--- config.mk ---
export PLATFORM = sky130hd
export DESIGN_NAME = inst_fetch_unit
export DESIGN_NICKNAME = d
export VERILOG_FILES = /design/src/rtl/mips_pkg.sv /design/src/rtl/ifu_pc_gen.sv /design/src/rtl/inst_fetch_unit.sv
export SDC_FILE = /design/constraint.sdc
export NUM_CORES = 1
export LEC_CHECK = 0
export ABC_AREA = 1
export BUFFER_PORTS_ARGS = -buffer_cell sky130_fd_sc_hd__buf_2
export CAP_MARGIN = 20
export CORE_AREA = 2 2 99 101
export CTS_CLUSTER_DIAMETER = 150
export DETAILED_ROUTE_END_ITERATION = 7
export DIE_AREA = 0 0 101 103
export GPL_TIMING_DRIVEN = 0
export PLACE_DENSITY = 0.79
export SLEW_MARGIN = 20
export SYNTH_ARGS = -nofsm -noshare
export SYNTH_HDL_FRONTEND = slang
export SYNTH_SLANG_ARGS = --single-unit
--- constraint.sdc ---
create_clock -name clk -period 2.1 [get_ports clk]
set_clock_uncertainty 0.1 [all_clocks]
set_input_delay 0.21 -clock clk [delete_from_list [all_inputs] [get_ports clk]]
set_output_delay 0.21 -clock clk [all_outputs]
set_load 0.02 [all_outputs]
--- src/rtl/mips_pkg.sv ---
// Shared types and defaults for the instruction fetch path.
// The branch-delay-slot build option is selected with the IFU_DELAY_SLOT_EN macro.
package mips_pkg;

    localparam int WORD_W = 32;

    localparam logic [WORD_W-1:0] RESET_VECTOR_DEF = 32'h0000_0000;
    localparam logic [WORD_W-1:0] NOP_WORD_DEF     = 32'h0000_0000;

    typedef enum logic {
        RUN   = 1'b0,
        FAULT = 1'b1
    } ifu_state_t;

    function automatic logic word_aligned(input logic [WORD_W-1:0] addr);
        return addr[1:0] == 2'b00;
    endfunction

endpackage

--- src/rtl/ifu_pc_gen.sv ---
// Next-pc selection for the fetch unit: reset vector, redirect target, sequential pc+4, or hold.
module ifu_pc_gen
    import mips_pkg::*;
#(
    parameter logic [WORD_W-1:0] RESET_VECTOR = RESET_VECTOR_DEF
) (
    input  logic              reset,
    input  logic              redirect_valid,
    input  logic              advance,
    input  logic [WORD_W-1:0] pc,
    input  logic [WORD_W-1:0] redirect_target,
    output logic [WORD_W-1:0] pc_next
);

    // Priority order: reset, redirect, sequential advance, hold. The +4 wraps naturally.
    always_comb begin
        pc_next = pc;
        if (reset) begin
            pc_next = RESET_VECTOR;
        end else if (redirect_valid) begin
            pc_next = redirect_target;
        end else if (advance) begin
            pc_next = pc + 32'd4;
        end
    end

endmodule

--- src/rtl/inst_fetch_unit.sv ---
// Instruction fetch: reads the ROM at pc and hands {pc, inst, fault} tokens to decode via valid/ready.
// Define IFU_DELAY_SLOT_EN to keep the word after a redirect as a MIPS branch delay slot.
module inst_fetch_unit
    import mips_pkg::*;
#(
    parameter logic [WORD_W-1:0] RESET_VECTOR = RESET_VECTOR_DEF,
    parameter logic [WORD_W-1:0] NOP_WORD     = NOP_WORD_DEF
) (
    input  logic              clk,
    input  logic              reset,
    output logic [WORD_W-1:0] rom_addr,
    input  logic [WORD_W-1:0] rom_data,
    input  logic              rom_accessable,
    input  logic              redirect_valid,
    input  logic [WORD_W-1:0] redirect_target,
    output logic              if_valid,
    input  logic              if_ready,
    output logic [WORD_W-1:0] if_inst,
    output logic [WORD_W-1:0] if_pc,
    output logic              if_fault
);

    ifu_state_t        state_reg;
    logic [WORD_W-1:0] pc_reg;
    logic [WORD_W-1:0] pc_next;
    logic              if_valid_reg;
    logic [WORD_W-1:0] if_inst_reg;
    logic [WORD_W-1:0] if_pc_reg;
    logic              if_fault_reg;

    logic free;
    logic ok;
    logic capture;
    logic advance;

    assign free = !if_valid_reg || if_ready;
    assign ok   = rom_accessable && word_aligned(pc_reg);

`ifdef IFU_DELAY_SLOT_EN
    // The word at pc is the delay slot, so a redirect does not stop the capture.
    assign capture = (state_reg == RUN) && free;
`else
    assign capture = (state_reg == RUN) && free && !redirect_valid;
`endif

    assign advance = capture && ok;

    ifu_pc_gen #(
        .RESET_VECTOR(RESET_VECTOR)
    ) u_pc_gen (
        .reset          (reset),
        .redirect_valid (redirect_valid),
        .advance        (advance),
        .pc             (pc_reg),
        .redirect_target(redirect_target),
        .pc_next        (pc_next)
    );

    always_ff @(posedge clk) begin
        if (reset) begin
            pc_reg       <= RESET_VECTOR;
            state_reg    <= RUN;
            if_valid_reg <= 1'b0;
            if_inst_reg  <= '0;
            if_pc_reg    <= '0;
            if_fault_reg <= 1'b0;
        end else begin
            pc_reg <= pc_next;
            if (capture) begin
                if_valid_reg <= 1'b1;
                if_pc_reg    <= pc_reg;
                if_inst_reg  <= ok ? rom_data : NOP_WORD;
                if_fault_reg <= !ok;
                if (!ok) begin
                    state_reg <= FAULT;
                end
            end else if (state_reg == FAULT) begin
                // A redirect discards the fault token even if decode never took it.
                if (redirect_valid) begin
                    if_valid_reg <= 1'b0;
                    state_reg    <= RUN;
                end else if (if_ready) begin
                    if_valid_reg <= 1'b0;
                end
            end
`ifndef IFU_DELAY_SLOT_EN
            else if (redirect_valid) begin
                if_valid_reg <= 1'b0;
            end
`endif
        end
    end

    assign rom_addr = pc_reg;
    assign if_valid = if_valid_reg;
    assign if_inst  = if_inst_reg;
    assign if_pc    = if_pc_reg;
    assign if_fault = if_fault_reg;

endmodule

==> results of run 1 <==
==> worst max-delay path, delay by kind of cell (launching register included) <==
kind,cells,cell delay (ns)
compound gates,1,0.06
fa+ha+maj,1,0.21
flops,1,0.45
simple gates,8,0.95
==> layer usage <==
| layer | share of wire [%] | vias up |
|---|---|---|
| met4 | 3.6 | 0 |
| met5 | 0 | - |
| met2 | 47 | 237 |
| met3 | 7.0 | 48 |
| li1 | - | 2632 |
| met1 | 42 | 2421 |
==> power groups by stage <==
stage                     clock network, mW  registers, mW  logic [mW]
after floorplan                           0           2.19       0.302
after global placement                    0           2.10       0.652
after detailed placement                  0           2.10       0.659
after CTS                              1.28           2.06       0.712
after global routing                   1.36           2.07       0.787
final                                  1.27           2.06       0.720
==> cell usage in the layout (no fill, tap or decap), types with 2 or more instances in the layout <==
cell type | netlist | final
inv_2 | 2 | 2
xor2_1 | 2 | 2
nor3_1 | 9 | 9
nor2_1 | 54 | 54
o21ai_0 | 17 | 17
buf_1 | 3 | 3
buf_4 | 2 | 2
dfxtp_1 | 99 | 99
nand2_1 | 217 | 217
nand3_1 | 86 | 86
clkbuf_8 | 0 | 9
a221oi_1 | 2 | 2
nor2_2 | 4 | 4
clkinvlp_4 | 0 | 3
nor2_4 | 2 | 2
clkbuf_1 | 19 | 20
dlygate4sd3_1 | 0 | 35
o211ai_1 | 4 | 4
a21oi_1 | 79 | 79
buf_2 | 13 | 178
inv_1 | 51 | 51
nand4_1 | 2 | 2
==> final timing paths <==
check	start	end	cells past startpoint
worst max-delay path	rom_addr[3]$_SDFFE_PP0P_	rom_addr[28]$_SDFFE_PP0P_	10
worst min register to register	if_pc[9]$_SDFFE_PP0P_	if_pc[9]$_SDFFE_PP0P_	2
worst max register to register	rom_addr[3]$_SDFFE_PP0P_	rom_addr[28]$_SDFFE_PP0P_	10
worst min-delay path	redirect_target[7]	rom_addr[7]$_SDFFE_PP0P_	3
==> through the flow <==
stage | total power [mW] | util [%] | hold slack, ns | setup slack, ns
after detailed placement | 2.76 | 58.6 | 0.349 | 0.241
after global routing | 4.22 | 64.4 | 0.0194 | 0.0199
after floorplan | 2.49 | - | 0.252 | 0.383
after global placement | 2.75 | 58.6 | 0.347 | 0.248
final | 4.05 | 64.4 | 0.00299 | 0.200
after CTS | 4.05 | 64.4 | 0.00399 | 0.245
==> cells by family after synthesis <==
kind of cell	count (synthesis)	synth area share [%]
and+or+nand+nor	378	34.8
buffers and inverters	92	8.24
AOI/OAI and AO/OA	109	12.9
DFF	99	43.3
adders and majority gates	1	0.274
xor gates and xnor gates	2	0.383
==> timing repair <==
item | CTS | global route
hold buffers | 35 | 0
endpoints found under the hold margin | 35 | 0
resized for setup | 0 | 0
==> final cells by class <==
class	count	area [um^2]	area share [%]
clock buffers	10	128	2.09
inverters	54	203	3.33
repair buffers	200	1180	19.3
multi-input cells	490	2210	36.4
flip-flops and latches	99	1980	32.5
clock inverters	6	72.6	1.19
well taps	114	143	2.34
plain buffers	38	174	2.85
==> results.md, run 1 <==
- Count of warnings emitted by yosys: 0
- Fmax: 526 MHz
- Top Ports: 167
- Global-route layer with the greatest usage: met2
- Total die area: 10400 um^2
- Post-synth top cells: nand2_1, dfxtp_1, nand3_1
- Count of inserted antenna diode cells: 0
- CP max-delay cell: dfxtp_1
- Most instantiated library cell after synthesis: nand2_1
- Minimum setup slack among reg-to-reg paths: about 0.20 ns
- Logic pwr share: 17.8%
- Static leakage power: roughly 2.7 nW
- Nature of the critical path startpoint: flop
- Maximum number of pins on one net before global-route repair: 18
- Final-layout fill cell count: 859
- Sequential Power Share: 50.9%
- Estimated wirelength of the detail-placed design: 10300 um
- Number of standard cells in the layout, taps in and fillers out: 1011
- Crit path time final: 1.90 ns
- Clock root cell: clkbuf_8
- DRT iter0 DRCs: 344
- Post-synthesis sequential element count: 99
- Pins over their slew limit: 0
- Class of the worst hold path: in2reg
- Maximum count of clock buffers along a single path: 2
- Register area share after synthesis: 43.3%
- Final worst path period share: 90.5%
- CP Capture Type: flop
- Result of the run: completed
- Max-cap viol count: 0
- Share of async-settable or async-resettable flops after synthesis: 0%
- Area of placed instances: 5540 um^2
- Proportion of netlist area held by the largest area contributor: 43.3%
- Synth Cell Area: 4570 um^2
- First-pass GRT wire length: 22900 um
- Std-Cell Core Area: ~9500 um^2
- Post-synthesis instance total: 681
- Layout cells sized above 1: around a quarter
- Worst Setup Path Type: reg2reg
- Number of sinks driven by the clock tree: 99
- Number of port buffers: 165
- Sum of negative setup slack: 0 ns
- Global placer's final weighted congestion: 0.949
- Crit path arrival time: 2.04 ns
- Starting Density: 48.3%
- Number of buffers created by CTS: 9
- Syn_area_per_cell: 6.72 um^2
- Post-DRT Antenna Nets: 0
- Switching pwr: around 1.2 mW
- Final Routed Wirelength: between 10000 and 15000 um
- Final design instance area without fill: 6090 um^2
- Cells traversed along the worst timing path: ha_1 > nand2_1 > nor2_2 > nand2_1 > nor2_1 > nand2_1 > nand2_1 > nand3_1 > nand2_1 > a21oi_1
- Cell type with the largest total area after synthesis: dfxtp_1
- Area growth from synthesis to final layout: 33.2%
- Net total in the final layout: 962
- Slew at the pin with the worst max-slew slack: just over 0.6 ns
- WL per Instance: 14.5 um
- Maximum fanout along the worst path: 5
- All-Layer GR Usage: 27.9%
- DP Cell Count: 960
- Met3 layer usage reported by global route: 4.81%
- Total iterations of the first detailed-routing run: 5
- Post-synth EDFFs: 0
- Total via count in the routed design: approximately 5.3k
- Initial antenna violation count: 0
- Synth Flop Type: dfxtp_1
- Clock network power share: 31.3%
- Source-to-sink clock delay at the later pin of the worst-skew pair: 0.37 ns
- Internal power component: ~2.8 mW
- Data required, critical path: 2.24 ns
- Relative slew slack: between 50% and 60%
- Number of setup violations in the final report: 0
- Total setup buffers inserted after CTS: 0
- Row count: 36
- VDD IR max: 0.373 mV
- Setup repair after global routing missed its margin: no
- Areal power density over the cells: 664 nW/um^2
- Number of nets in the synthesized netlist: ~750
- Die width: 101 um
- CTS tree: built
- CTS clock-pin slew for the worst setup and hold paths: 0.09 ns
- Net switching share of the total power: 30.8%
- Detailed-route vias per instance: between 5 and 6
- Biggest area contributors in the synthesized netlist: dfxtp_1, nand2_1, nand3_1
- Number of H-tree branching levels: 3
- Final hold violation count: 0
- Via count of the first global-routing pass: 4766
- Grt met2 use: between 40% and 50%
- Largest stage delay on the critical path: about 0.45 ns
- Final global-route overflow total: 0
- Most prevalent standard cell on the critical path: nand2_1
- Die height: just over 100 um
- GRT met1 Usage: 35.1%
- Remaining design rule violation count: 0
- Distinct cell type count of the synthesized netlist: 33
(Power assumes the default switching activity.)
==> run 2: changes to the inputs <==
PLACE_DENSITY = 0.89   (was 0.79)
==> run 2 against run 1 <==
Effect of this change:
- sequential share of layout area hardly changed
- largest power group unchanged
- combinational power barely moved
- count of clock-buffer cells in the layout unchanged
- final cell count is essentially flat
- wire length grew 3.3%
- maximum frequency down 0.99%
- final area about the same
- first-iteration DRC count rose by 9.0%
- largest cell class unchanged
- worst setup slack got worse by 0.019 ns
- critical endpoint is now rom_addr[15]$_SDFFE_PP0P_
==> results.md, run 2 (same netlist as run 1, synthesis figures left out) <==
- Combined area of the multi-input logic cells: 2210 um^2
- R2r worst-path depth: 9
- Die width: 101 um
- Number of sinks driven by the clock tree: 99
- Slew at the pin with the worst max-slew slack: 0.600 ns
- Layout cells sized above 1: 23.4%
- CTS clock-pin slew for the worst setup and hold paths: 0.10 ns
- Minimum setup slack among reg-to-reg paths: 0.18 ns
- Number of setup violations in the final report: 0
- Remaining design rule violation count: 0
- Worst Setup Path Type: reg2reg
- Total die area: 10400 um^2
- Areal power density over the cells: 654 nW/um^2
- Sum of negative setup slack: 0 ns
- WL per Instance: 15.0 um
- Max-cap viol count: 0
- Result of the run: completed
- Std-Cell Core Area: 9460 um^2
- Final hold violation count: 0
- CP Capture Type: flop
- CTS tree: built
- Number of instances resized during post-cts repair: 0
- Class of the worst hold path: in2reg
- Detailed-route vias per instance: 5.26
- Setup repair after global routing missed its margin: no
- Static leakage power: 2.73 nW
- Count of inserted antenna diode cells: 0
- Row count: 36
- Reg2Reg Launch Point: if_valid$_SDFFE_PP0P_
- Final setup slack of the worst path: between 0.15 and 0.2 ns
- VDD IR max: 0.404 mV
- Final Routed Wirelength: about 15000 um
- DRT iter0 DRCs: 375
- Global-route layer with the greatest usage: met2
- Starting Density: 48.3%
- Final global-route overflow total: 0
- Flip-flop and latch area: 1980 um^2
- Share of the core filled with cells in the final layout: 64.4%
- First-pass GRT wire length: 23100 um
- Nature of the critical path startpoint: flop
- Final worst path period share: 91.4%
- Grt met2 use: between 40% and 50%
- Fmax: 521 MHz
- Maximum number of pins on one net before global-route repair: 18
- Commonest non-fill, non-tap cells in the layout: nand2_1, buf_2, dfxtp_1
- Total setup buffers inserted after CTS: 0
- Relative slew slack: approximately three fifths
- Area growth from synthesis to final layout: 33.1%
- Total via count in the routed design: 5324
- Initial antenna violation count: 0
- Estimated wirelength of the detail-placed design: 10600 um
- Die height: 103 um
- Met3 layer usage reported by global route: 5.36%
- GRT met1 Usage: approximately a third
- Maximum count of clock buffers along a single path: 2
- Pre-CTS worst setup slack: between 0.15 and 0.2 ns
- Number of H-tree branching levels: 3
- Data required, critical path: 2.27 ns
- Instance count along the most critical hold path: 3
- Pins over their slew limit: 0
- Maximum fanout along the worst path: 10
- Final-layout fill cell count: 845
- Total iterations of the first detailed-routing run: 5
- Source-to-sink clock delay at the later pin of the worst-skew pair: approximately 0.37 ns
- Via count of the first global-routing pass: 4768
- Post-DRT Antenna Nets: 0
- All-Layer GR Usage: between 20 and 30%
- Global placer's final weighted congestion: 0.980
- Net total in the final layout: 963
- HP Start: redirect_target[3]
- Worst hold endpoint: rom_addr[3]$_SDFFE_PP0P_
- Number of port buffers: between 150 and 200
- DP Cell Count: 960
- Critical register-to-register path endpoint: rom_addr[15]$_SDFFE_PP0P_
- Crit path arrival time: 2.09 ns
- Number of standard cells in the layout, taps in and fillers out: between 1k and 1.5k
- Number of buffers created by CTS: 9
- Top Ports: 167
- Post-Route Hold Slack: 0.00611 ns
- Crit path time final: 1.92 ns
- Leading cell type in the layout, fill and taps excluded: nand2_1
- Clock root cell: clkbuf_8
run 2: cell type report:
class	instances	share of cell area [%]
flip-flops and latches	99	32.6
plain buffers	38	2.86
clock buffers	10	2.26
repair buffers	201	19.5
multi-input cells	490	36.4
inverters	54	3.33
well taps	114	2.34
clock inverters	6	0.801
run 2: metrics by stage:
step                instance area, um^2  total power [mW]
finish                             6090              3.98
global route                       6090              4.14
CTS                                6090              3.96
detailed placement                 5540              2.76
global placement                   5540              2.75
floorplan                          4570              2.49
run 2: worst max path at each step:
stage	start	to	slack [ns]
global placement	redirect_valid	rom_addr[15]$_SDFFE_PP0P_	0.22
floorplan	rom_addr[3]$_SDFFE_PP0P_	rom_addr[20]$_SDFFE_PP0P_	0.38
finish	if_valid$_SDFFE_PP0P_	rom_addr[15]$_SDFFE_PP0P_	0.18
global route	rom_addr[3]$_SDFFE_PP0P_	rom_addr[28]$_SDFFE_PP0P_	0.05
detailed placement	redirect_valid	rom_addr[15]$_SDFFE_PP0P_	0.18
CTS	if_valid$_SDFFE_PP0P_	rom_addr[15]$_SDFFE_PP0P_	0.22
run 2: critical path: stages, from the launching register on:
cell and delay, ns:
dfxtp_1 0.36, a21oi_4 0.29, nand2_2 0.13, nor2_4 0.23
buf_2 0.31, nand2_1 0.09, nand3_1 0.09, nand3_1 0.08
nand2_1 0.08, inv_1 0.04
run 2: power by group:
part / leakage (nW) / internal (mW) / switching, mW
Sequential: 0.809 / 1.97 / 0.0974
Combinational: 1.83 / 0.272 / 0.449
Clock: 0.0908 / 0.476 / 0.718
run 2: routing by layer:
metal / up-vias / part of all wire (%)
met5: - / 0
met2: 243 / 48
met3: 41 / 7.9
met1: 2404 / 42
li1: 2636 / -
met4: 0 / 2.7
run 2: what timing repair did:
action	4_1_cts	5_1_grt
setup endpoints to repair	0	0
hold buffers	36	0
endpoints found under the hold margin	36	0
==> run 3: changes to the inputs <==
ABC_AREA = not set   (was 1)
CORE_AREA = 2 2 95 97   (was 2 2 99 101)
CTS_BUF_LIST = sky130_fd_sc_hd__clkbuf_8   (was not set)
DIE_AREA = 0 0 97 99   (was 0 0 101 103)
PLACE_DENSITY = 0.9   (was 0.89)
==> run 3 against run 2 <==
Effect of this change:
- highest routed layer unchanged
- global-route usage shrank 2.3 points
- sequential share of layout area up 2.6 points
- die area shrank 7.7%
- worst setup slack worse by 0.13 ns
- critical path depth shrank 3
- final area is 7.5% lower
- largest cell class unchanged
- non-clock buffer count down 13
- via count shrank 18%
- worst hold slack got worse by 0.0019 ns
- largest power group unchanged
- power grew 1.9%
- final cell count is 22% lower
- critical path type unchanged
- flip-flop and latch count is the same
==> results.md, run 3 <==
- Result of the run: completed
- Syn_area_per_cell: 8.67 um^2
- Max-cap viol count: 0
- Clock root cell: clkbuf_8
- Number of nets in the synthesized netlist: 550
- Area of placed instances: 5120 um^2
- Remaining design rule violation count: 0
- Overall Power: 4.05 mW
- Crit path arrival time: 2.18 ns
- Count of inserted antenna diode cells: 0
- Relative slew slack: 57.9%
- All-Layer GR Usage: 26.0%
- Initial antenna violation count: 0
- Data required, critical path: 2.23 ns
- Post-synth top cells: dfxtp_1, nand2_1, nor2_1
- Layout cells sized above 1: just over 30%
- Post-synth EDFFs: 0
- Total iterations of the first detailed-routing run: 6
- First-pass GRT wire length: 20200 um
- Synth Cell Area: approximately 4200 um^2
- Post-synthesis sequential element count: 99
- Number of H-tree branching levels: 3
- Combined area of the multi-input logic cells: roughly 2000 um^2
- VDD IR max: 0.474 mV
- Number of standard cells in the layout, taps in and fillers out: slightly below 800
- Total die area: 9600 um^2
- Leading cell type in the layout, fill and taps excluded: buf_2
- Share of the core filled with cells in the final layout: between 60% and 70%
- Pins over their slew limit: 0
- DP Cell Count: 752
- Detailed-route vias per instance: 5.49
- Count of warnings emitted by yosys: 0
- Starting Density: 48.7%
- Final Routed Wirelength: between 10000 and 15000 um
- Source-to-sink clock delay at the later pin of the worst-skew pair: between 0.3 and 0.4 ns
- Register area share after synthesis: a little under half
- Slew at the pin with the worst max-slew slack: around 0.63 ns
- WL per Instance: 16.3 um
- Global placer's final weighted congestion: 0.834
- Die width: 97 um
- Number of setup violations in the final report: 0
- Final global-route overflow total: 0
- Proportion of netlist area held by the largest area contributor: 47.6%
- Maximum fanout along the worst path: 5
- Instance count along the most critical hold path: 3
- Worst Setup Path Type: reg2reg
- Number of buffers created by CTS: 9
- Std-Cell Core Area: 8550 um^2
- Most instantiated library cell after synthesis: dfxtp_1
- Estimated wirelength of the detail-placed design: ~9000 um
- Row count: 34
- Nature of the critical path startpoint: flop
- Number of sinks driven by the clock tree: between 90 and 100
- Synth Flop Type: dfxtp_1
- DRT iter0 DRCs: between 150 and 200
- Final design instance area without fill: 5630 um^2
- Distinct cell type count of the synthesized netlist: 48
- Final-layout fill cell count: approximately 710
- Post-DRT Antenna Nets: 0
- CTS clock-pin slew for the worst setup and hold paths: around 0.09 ns
- Setup repair after global routing missed its margin: yes
- Final hold violation count: 0
- Biggest area contributors in the synthesized netlist: dfxtp_1, nand2_1, a22oi_1
- Maximum count of clock buffers along a single path: 2
- Cell type with the largest total area after synthesis: dfxtp_1
- Static leakage power: 2.44 nW
- Maximum number of pins on one net before global-route repair: 16
- Pre-CTS worst setup slack: -0.0555 ns
- Number of port buffers: 164
- Fmax: about 490 MHz
- Post-synthesis instance total: 480
- Commonest non-fill, non-tap cells in the layout: buf_2, dfxtp_1, nand2_1
- Total via count in the routed design: 4362
- Final worst path period share: 97.5%
- Final setup slack of the worst path: 0.0516 ns
- CP Capture Type: flop
- Post-Route Hold Slack: 0.00416 ns
- Sum of negative setup slack: 0 ns
- Top Ports: 167
- Minimum setup slack among reg-to-reg paths: a little over 0.05 ns
- Share of async-settable or async-resettable flops after synthesis: 0%
- Via count of the first global-routing pass: 4184
- Areal power density over the cells: ~700 nW/um^2
- Flip-flop and latch area: 1980 um^2
- Net total in the final layout: about 750
- CTS tree: built
- R2r worst-path depth: 6
- Crit path time final: 2.05 ns
- Die height: 99 um
- Class of the worst hold path: in2reg
- Area growth from synthesis to final layout: 35.3%
-- run 3: cell types whose count changed after synthesis, sizes merged, moves of 6 or more --
cell | before | now
a211oi | 2 | 12
a21oi | 80 | 45
a22oi | 1 | 32
and4 | 0 | 6
buf | 19 | 7
clkbuf | 19 | 27
inv | 53 | 5
nand2 | 218 | 86
nand3 | 88 | 11
nand4 | 2 | 8
nor4 | 0 | 11
o21ai | 18 | 5
o21bai | 0 | 6
xnor2 | 0 | 18
-- run 3: power breakdown --
part,switching [mW],total (mW),internal [mW]
clock network,0.637,1.33,0.693
registers,0.101,2.07,1.97
logic,0.394,0.654,0.260
total,1.13,4.05,2.92
-- run 3: kinds of logic (layout without fill, tap and decap cells) --
logic type	Yosys count	count (layout)	synth area share, %
multiplexers	4	4	0.992
adder cells (fa/ha/maj)	1	1	0.300
XOR/XNOR	22	22	4.63
flip-flops	99	99	47.6
AND/OR/NAND/NOR	202	202	24.5
AO/OA/AOI/OAI	111	111	17.0
buffers and inverters	41	247	4.96
-- run 3: timing repair --
item                       4_1_cts  5_1_grt
hold buffers                    26        1
hold endpoints to repair        26        1
buffers inserted                 0        0
setup endpoints to repair       12       14
gates resized for setup          1        4
-- run 3: final timing paths --
path,end,startpoint
max,rom_addr[26]$_SDFFE_PP0P_,rom_addr[2]$_SDFFE_PP0P_
max reg2reg,rom_addr[26]$_SDFFE_PP0P_,rom_addr[2]$_SDFFE_PP0P_
min,if_inst[10]$_SDFFE_PP0P_,rom_data[10]
min reg2reg,if_pc[14]$_SDFFE_PP0P_,if_pc[14]$_SDFFE_PP0P_
-- run 3: worst max-delay path, stage by stage, from the launching register on --
cell and delay, ns:
dfxtp_1 0.42, ha_1 0.25, and4_1 0.30, nand2_1 0.17
nor4_1 0.41, xnor2_1 0.18, a21oi_1 0.09
-- run 3: layout make-up --
| cell class | count | share of cell area (%) |
|---|---|---|
| multi-input cells | 340 | 35.5 |
| plain buffers | 35 | 3.29 |
| inverters | 6 | 0.400 |
| clock inverters | 5 | 1.40 |
| repair buffers | 191 | 19.4 |
| well taps | 108 | 2.40 |
| clock buffers | 10 | 2.44 |
| flip-flops and latches | 99 | 35.2 |
-- run 3: per-layer routing --
layer  up-vias  track usage, %  routed length, um
li1       2069               -                  -
met1      2028            30.1               4980
met2       229            45.5               6510
met3        36            7.38               1070
met4         0            10.5                374
met5         -               0                  0
